### src/rtl/sample_rle_encoder.sv
// sample_rle_encoder
//   Run-length compressor between the sample serializer and the stream sink.
//   Raw samples are emitted as-is; two equal raw words in a row mean "a run
//   count follows". The count word is the number of further equal samples.
//   An all-ones count word marks a full run segment and the run continues.
//   Every 2^PAGE_LOG accepted samples a new page starts, so a decoder can
//   resynchronise there. The first word of each page carries out_new_page=1.
//   The serializer cannot stall. A sample offered while in_ready is low is
//   lost, and this sets the sticky overflow_error flag.
//
// Optional feature macro: SAMPLE_RLE_STATS_EN
//   Adds the 40-bit counters stat_in_count (accepted samples) and
//   stat_out_words (popped words).
//
// Ports:
//   clk, rst_n      clock, synchronous active-low reset
//   clear           one-cycle flush/restart, same effect as reset
//   in_data/in_valid/in_ready   sample input (see handshake note below)
//   out_data/out_new_page/out_valid/out_ready   output FIFO head
//   overflow_error  sticky: a sample was dropped
//
// Handshake: a transfer happens on a clock edge where valid && ready.
//   Output: out_data/out_new_page stay stable while out_valid && !out_ready.
//   Input: in_valid is not held back by in_ready. A sample offered while
//   in_ready is low is dropped, unless clear is asserted in the same cycle.
module sample_rle_encoder #(
    parameter int DW         = 16,
    parameter int PAGE_LOG   = 15,
    parameter int FIFO_DEPTH = 4
) (
    input  logic          clk,
    input  logic          rst_n,
    input  logic          clear,
    input  logic [DW-1:0] in_data,
    input  logic          in_valid,
    output logic          in_ready,
    output logic [DW-1:0] out_data,
    output logic          out_new_page,
    output logic          out_valid,
    input  logic          out_ready,
`ifdef SAMPLE_RLE_STATS_EN
    output logic [39:0]   stat_in_count,
    output logic [39:0]   stat_out_words,
`endif
    output logic          overflow_error
);
    localparam int AW = $clog2(FIFO_DEPTH);
    localparam logic [DW-1:0] ALL_ONES   = '1;
    localparam logic [DW-1:0] CNTR_LAST  = {{(DW-1){1'b1}}, 1'b0};

    typedef enum logic [1:0] {ST_INIT, ST_SINGLE, ST_RUN, ST_RECOVER} state_t;

    state_t                state_q, state_d;
    logic [PAGE_LOG-1:0]   page_q, page_d;
    logic [DW-1:0]         cntr_q, cntr_d;
    logic [DW-1:0]         last_q, last_d;
    logic                  rec_np_q, rec_np_d;
    logic                  ovf_q, ovf_d;
    logic [DW:0]           mem_q [FIFO_DEPTH];
    logic [DW:0]           mem_d [FIFO_DEPTH];
    logic [AW-1:0]         wr_ptr_q, wr_ptr_d;
    logic [AW-1:0]         rd_ptr_q, rd_ptr_d;
    logic [AW:0]           count_q, count_d;
`ifdef SAMPLE_RLE_STATS_EN
    logic [39:0]           stat_in_q, stat_in_d;
    logic [39:0]           stat_out_q, stat_out_d;
`endif

    logic [AW:0] free_w;
    logic        accept, pop, push, page_start, same;
    logic [DW:0] push_word;

    // The two-free-entries rule leaves room for the extra word that
    // RECOVER always pushes right after a run is terminated.
    assign free_w     = (AW+1)'(FIFO_DEPTH) - count_q;
    assign in_ready   = (state_q != ST_RECOVER) && (free_w >= (AW+1)'(2));
    assign accept     = in_valid && in_ready;
    assign page_start = (page_q == '0);
    assign same       = (in_data == last_q);

    assign out_valid      = (count_q != '0);
    assign pop            = out_valid && out_ready;
    assign out_data       = mem_q[rd_ptr_q][DW-1:0];
    assign out_new_page   = mem_q[rd_ptr_q][DW];
    assign overflow_error = ovf_q;

    always_comb begin
        state_d   = state_q;
        page_d    = page_q;
        cntr_d    = cntr_q;
        last_d    = last_q;
        rec_np_d  = rec_np_q;
        ovf_d     = ovf_q;
        push      = 1'b0;
        push_word = '0;

        case (state_q)
            ST_INIT: begin
                if (accept) begin
                    push      = 1'b1;
                    push_word = {1'b1, in_data};
                    state_d   = ST_SINGLE;
                end
            end
            ST_SINGLE: begin
                if (accept) begin
                    push = 1'b1;
                    if (page_start) begin
                        push_word = {1'b1, in_data};
                    end else if (!same) begin
                        push_word = {1'b0, in_data};
                    end else begin
                        // Second equal raw word: a count word will follow.
                        push_word = {1'b0, in_data};
                        cntr_d    = '0;
                        state_d   = ST_RUN;
                    end
                end
            end
            ST_RUN: begin
                if (accept) begin
                    if (page_start || !same) begin
                        // Close the run. The new sample is emitted raw in
                        // RECOVER, from last_q, which is updated below.
                        push      = 1'b1;
                        push_word = {1'b0, cntr_q};
                        rec_np_d  = page_start;
                        state_d   = ST_RECOVER;
                    end else if (cntr_q == CNTR_LAST) begin
                        push      = 1'b1;
                        push_word = {1'b0, ALL_ONES};
                        cntr_d    = '0;
                    end else begin
                        cntr_d = cntr_q + 1'b1;
                    end
                end
            end
            ST_RECOVER: begin
                push      = 1'b1;
                push_word = {rec_np_q, last_q};
                state_d   = ST_SINGLE;
            end
            default: state_d = ST_INIT;
        endcase

        if (accept) begin
            last_d = in_data;
            page_d = page_q + 1'b1;
        end
        if (in_valid && !in_ready) begin
            ovf_d = 1'b1;
        end

        // FIFO bookkeeping
        mem_d    = mem_q;
        wr_ptr_d = wr_ptr_q;
        rd_ptr_d = rd_ptr_q;
        if (push) begin
            mem_d[wr_ptr_q] = push_word;
            wr_ptr_d        = wr_ptr_q + 1'b1;
        end
        if (pop) begin
            rd_ptr_d = rd_ptr_q + 1'b1;
        end
        count_d = count_q + (AW+1)'(push) - (AW+1)'(pop);

`ifdef SAMPLE_RLE_STATS_EN
        stat_in_d  = stat_in_q + (accept ? 40'd1 : 40'd0);
        stat_out_d = stat_out_q + (pop ? 40'd1 : 40'd0);
`endif

        // clear wins over everything, including a sample in the same cycle.
        if (clear) begin
            state_d  = ST_INIT;
            page_d   = '0;
            cntr_d   = '0;
            rec_np_d = 1'b0;
            ovf_d    = 1'b0;
            wr_ptr_d = '0;
            rd_ptr_d = '0;
            count_d  = '0;
`ifdef SAMPLE_RLE_STATS_EN
            stat_in_d  = '0;
            stat_out_d = '0;
`endif
        end
    end

    always_ff @(posedge clk) begin
        if (!rst_n) begin
            state_q  <= ST_INIT;
            page_q   <= '0;
            cntr_q   <= '0;
            last_q   <= '0;
            rec_np_q <= 1'b0;
            ovf_q    <= 1'b0;
            wr_ptr_q <= '0;
            rd_ptr_q <= '0;
            count_q  <= '0;
`ifdef SAMPLE_RLE_STATS_EN
            stat_in_q  <= '0;
            stat_out_q <= '0;
`endif
        end else begin
            state_q  <= state_d;
            page_q   <= page_d;
            cntr_q   <= cntr_d;
            last_q   <= last_d;
            rec_np_q <= rec_np_d;
            ovf_q    <= ovf_d;
            wr_ptr_q <= wr_ptr_d;
            rd_ptr_q <= rd_ptr_d;
            count_q  <= count_d;
`ifdef SAMPLE_RLE_STATS_EN
            stat_in_q  <= stat_in_d;
            stat_out_q <= stat_out_d;
`endif
        end
    end

    // Storage needs no reset: entries are only read once count_q covers them.
    always_ff @(posedge clk) begin
        mem_q <= mem_d;
    end

`ifdef SAMPLE_RLE_STATS_EN
    assign stat_in_count  = stat_in_q;
    assign stat_out_words = stat_out_q;
`endif

endmodule

### config.mk
export PLATFORM = sky130hd
export DESIGN_NAME = sample_rle_encoder
export DESIGN_NICKNAME = d
export VERILOG_FILES = /design/src/rtl/sample_rle_encoder.sv
export SDC_FILE = /design/constraint.sdc
export NUM_CORES = 1
export LEC_CHECK = 0
export ABC_AREA = 1
export CORE_MARGIN = 1.5
export CORE_UTILIZATION = 55
export CTS_CLUSTER_SIZE = 12
export DETAILED_ROUTE_END_ITERATION = 8
export PLACE_DENSITY = 0.75
export SYNTH_ARGS = -nofsm -noshare
export SYNTH_HDL_FRONTEND = slang
export SYNTH_SLANG_ARGS = --single-unit
### constraint.sdc
create_clock -name clk -period 5.4 [get_ports clk]
set_input_delay 1.08 -clock clk [delete_from_list [all_inputs] [get_ports clk]]
set_output_delay 1.08 -clock clk [all_outputs]
set_load 0.01 [all_outputs]
==> qor.yml <==
outcome:
  status: "finished with violations"
  violations: "design-rule violations"
clocking:
  clock_latency_ps: 420
  cts_max_level: 4
  path_clk_slew_ps: 60
  cts-root-buf: "clkbuf_16"
  post_cts_resized: 0
  clk_path_buf_depth: 2
  clock-sinks: 126
  cts_setup_buffers: 0
  cts_tree: "built"
  numCtsBuffers: 17
  cts-hold-fix-buffers: 0
yosys:
  ys_ff_latch: 126
  synthTopCellsByCount: "240 x nand2_1, 125 x nor2_1, 123 x inv_1"
  synth_top_area_cell: "edfxtp_1"
  synth.area.mux_share: 0
  syn-cell-area_um2: 6570
  synth.most_common_cell: "nand2_1"
  yosys.cell_types.count: 38
  synth-warning-count: 0
  synth.avg_cell_area_um2: 7.67
  synth_async_sr_flop_share: 0
  synth_edf_count: 68
  synth_top_family_by_area: "simple AND/OR/NAND/NOR gates"
  synth_xor_area_frac: 0.00400
  synth_top_area_frac: 0.311
  yosys.area_share.simple: 0.280
  ys.flop_type: "edfxtp_1"
  synthesis.nets: 898
  synth_compound_area_frac: 0.0961
  synthAdderAreaFrac: 0.0392
  synth-seq-area-share: 0.487
  netlist_top_cells_area: "edfxtp_1 31%, dfxtp_1 18%, nand2_1 14%"
  netlist_instances: 857
grt:
  grt_pass1_wl_mm: 24.6
  track_usage: 0.248
  grt_overflow: 0
  grt_pass1_vias: 5301
  grt_start_max_net_pins: 43
  antenna_found_initial: 0
placed_design:
  numPortBuffers: 40
  dp_hpwl_mm: 9.83
  placed_cells: 1021
  place.gp.congestion: 0.902
sta:
  slew_headroom: 0.332
  fmax_mhz: 255
  fin_crit_sh: 0.727
  fin_skew_ps: 9.81
  finalHoldViolCount: 0
  final.min_clock_period_ps: 3920
  drv_slew: 0
  worst_pin_slew_ps: 1000
  tns_ps: 0
  setup_viol: 0
  rsz0062_at_grt: "no"
cells_and_area:
  n_antenna_cell: 0
  area_delta_synth_final_pct: 16.3
  drive_above_1_share: 0.0648
  seqCellArea_um2: 3200
  multi_input_area_um2: 2760
  nFillCells: 950
  finalNonFillerCells: 1053
  nets: 938
die:
  start_util: 0.571
  die_height_um: 112
  rows: 39
  die_x_um: 112
  ios: 41
  placeableCoreArea_um2: 11500
  die-area_um2: 12600
critical_path:
  reg2reg_from: "state_q[0]"
  worstPathRequired_ps: 5750
  cp_slowest_cell: "clkdlybuf4s50_1"
  arrival_ps: 4270
  path_cells: "clkdlybuf4s50_1 -> inv_1 -> nand2_1 -> nand2_1 -> nor2_1 -> nand2_1 -> nor2_4 -> nand4_2 -> nand2_2 -> nand2_1 -> nor2_4 -> ha_1 -> inv_1 -> ha_1 -> fa_1 -> or2_2 -> a21oi_1"
  cpMostUsedCell: "nand2_1"
  end_kind: "flop"
  critPathMaxFanout: 17
  start_kind: "input port"
  critPathKind: "input port to flop"
  r2r_cells: 13
  setup.worst_path.start: "in_data[5]"
  cpPeakStageDelay_ps: 530
pwr:
  powerDensity_nw_per_um2: 384
  ir_drop_mv: 0.165
  p_leak_nw: 3.27
route:
  viasPerCell: 5.29
  drt_iter0_drc: 447
  firstDrtPassIters: 9
  antenna_left: 0
  wire_per_inst_um: 14.0
  vias: 5569
  drc: 4
  wl_mm: 14.8
flow_run:
  drv_cap: 0
worst_hold_path:
  hp-class: "flop to flop"
  hold_start: "rec_np_q"
  whs_path_depth: 2
## cell usage in the layout (no fill, tap or decap), drive strengths merged
cell and count:
clkinvlp 4, a211oi 2, nand2 242, or2 1, buf 7, nand4 9, nor3 11, clkbuf 18
edfxtp 68, a21oi 43, o21ai 52, nand3b 1, bufinv 2, fa 1, xor2 3, clkdlybuf4s50 40
nand3 42, dfxtp 58, o22ai 17, clkinv 8, ha 19, nor2 132, o211ai 1, inv 127
and3 1, a31o 1
## kinds of logic (layout without fill, tap and decap cells)
kind of cell             count (synthesis)  count (layout)
AND/OR/NAND/NOR                        439             439
XOR/XNOR                                 3               3
adder cells (fa/ha/maj)                 20              20
AO/OA/AOI/OAI                          116             116
flip-flops                             126             126
buffers and inverters                  153             206
## cell type report
type                    instances  area share
flip-flops and latches        126       0.419
clock buffers                  18      0.0561
well taps                     143      0.0234
inverters                     127      0.0624
repair buffers                 47      0.0593
clock inverters                14      0.0188
multi-input cells             578       0.361
## path summary, 6_finish.rpt
| path | end | slack [ps] |
|---|---|---|
| setup / recovery | count_q[2] | 1480 |
| hold / removal | rec_np_q | 470 |
| setup reg to reg | count_q[2] | 1920 |
| hold reg to reg | rec_np_q | 470 |
## routing by layer
| layer | GRT usage | wire length [um] | vias to the layer above |
|---|---|---|---|
| li1 | - | - | 2811 |
| met1 | 0.313 | 6580 | 2559 |
| met2 | 0.416 | 7110 | 168 |
| met3 | 0.0643 | 825 | 31 |
| met4 | 0.0869 | 261 | 0 |
| met5 | 0 | 0 | - |
## through the flow
stage	utilization	hold WS, ps	power, mW	cell area, um2	setup WS [ps]
detailed placement	0.614	455	1.85	7070	1080
CTS	0.664	464	2.95	7640	1500
floorplan	-	439	1.60	6570	2170
global route	0.664	474	3.07	7640	1210
finish	0.664	467	2.93	7640	1480
global placement	0.614	448	1.82	7070	1190
## worst max-delay path, delay by kind of cell
family,cells,cell delay [ps]
AO/OA/AOI/OAI,1,120
adder cells (fa/ha/maj),3,720
buffers and inverters,3,640
AND/OR/NAND/NOR,10,1720
## registers in the layout (all words and copies together), names as in the netlist
register        count
mem_q              68
cntr_q             16
last_q             16
page_q             15
count_q             3
rd_ptr_q            2
state_q             2
wr_ptr_q            2
overflow_error      1
rec_np_q            1
## power breakdown
group          internal, mW  total (mW)  switching [mW]
clock                 0.677        1.10           0.428
combinational         0.245       0.641           0.395
sequential             1.15        1.19          0.0420
total                  2.07        2.93           0.865
(Power assumes the default switching activity.)
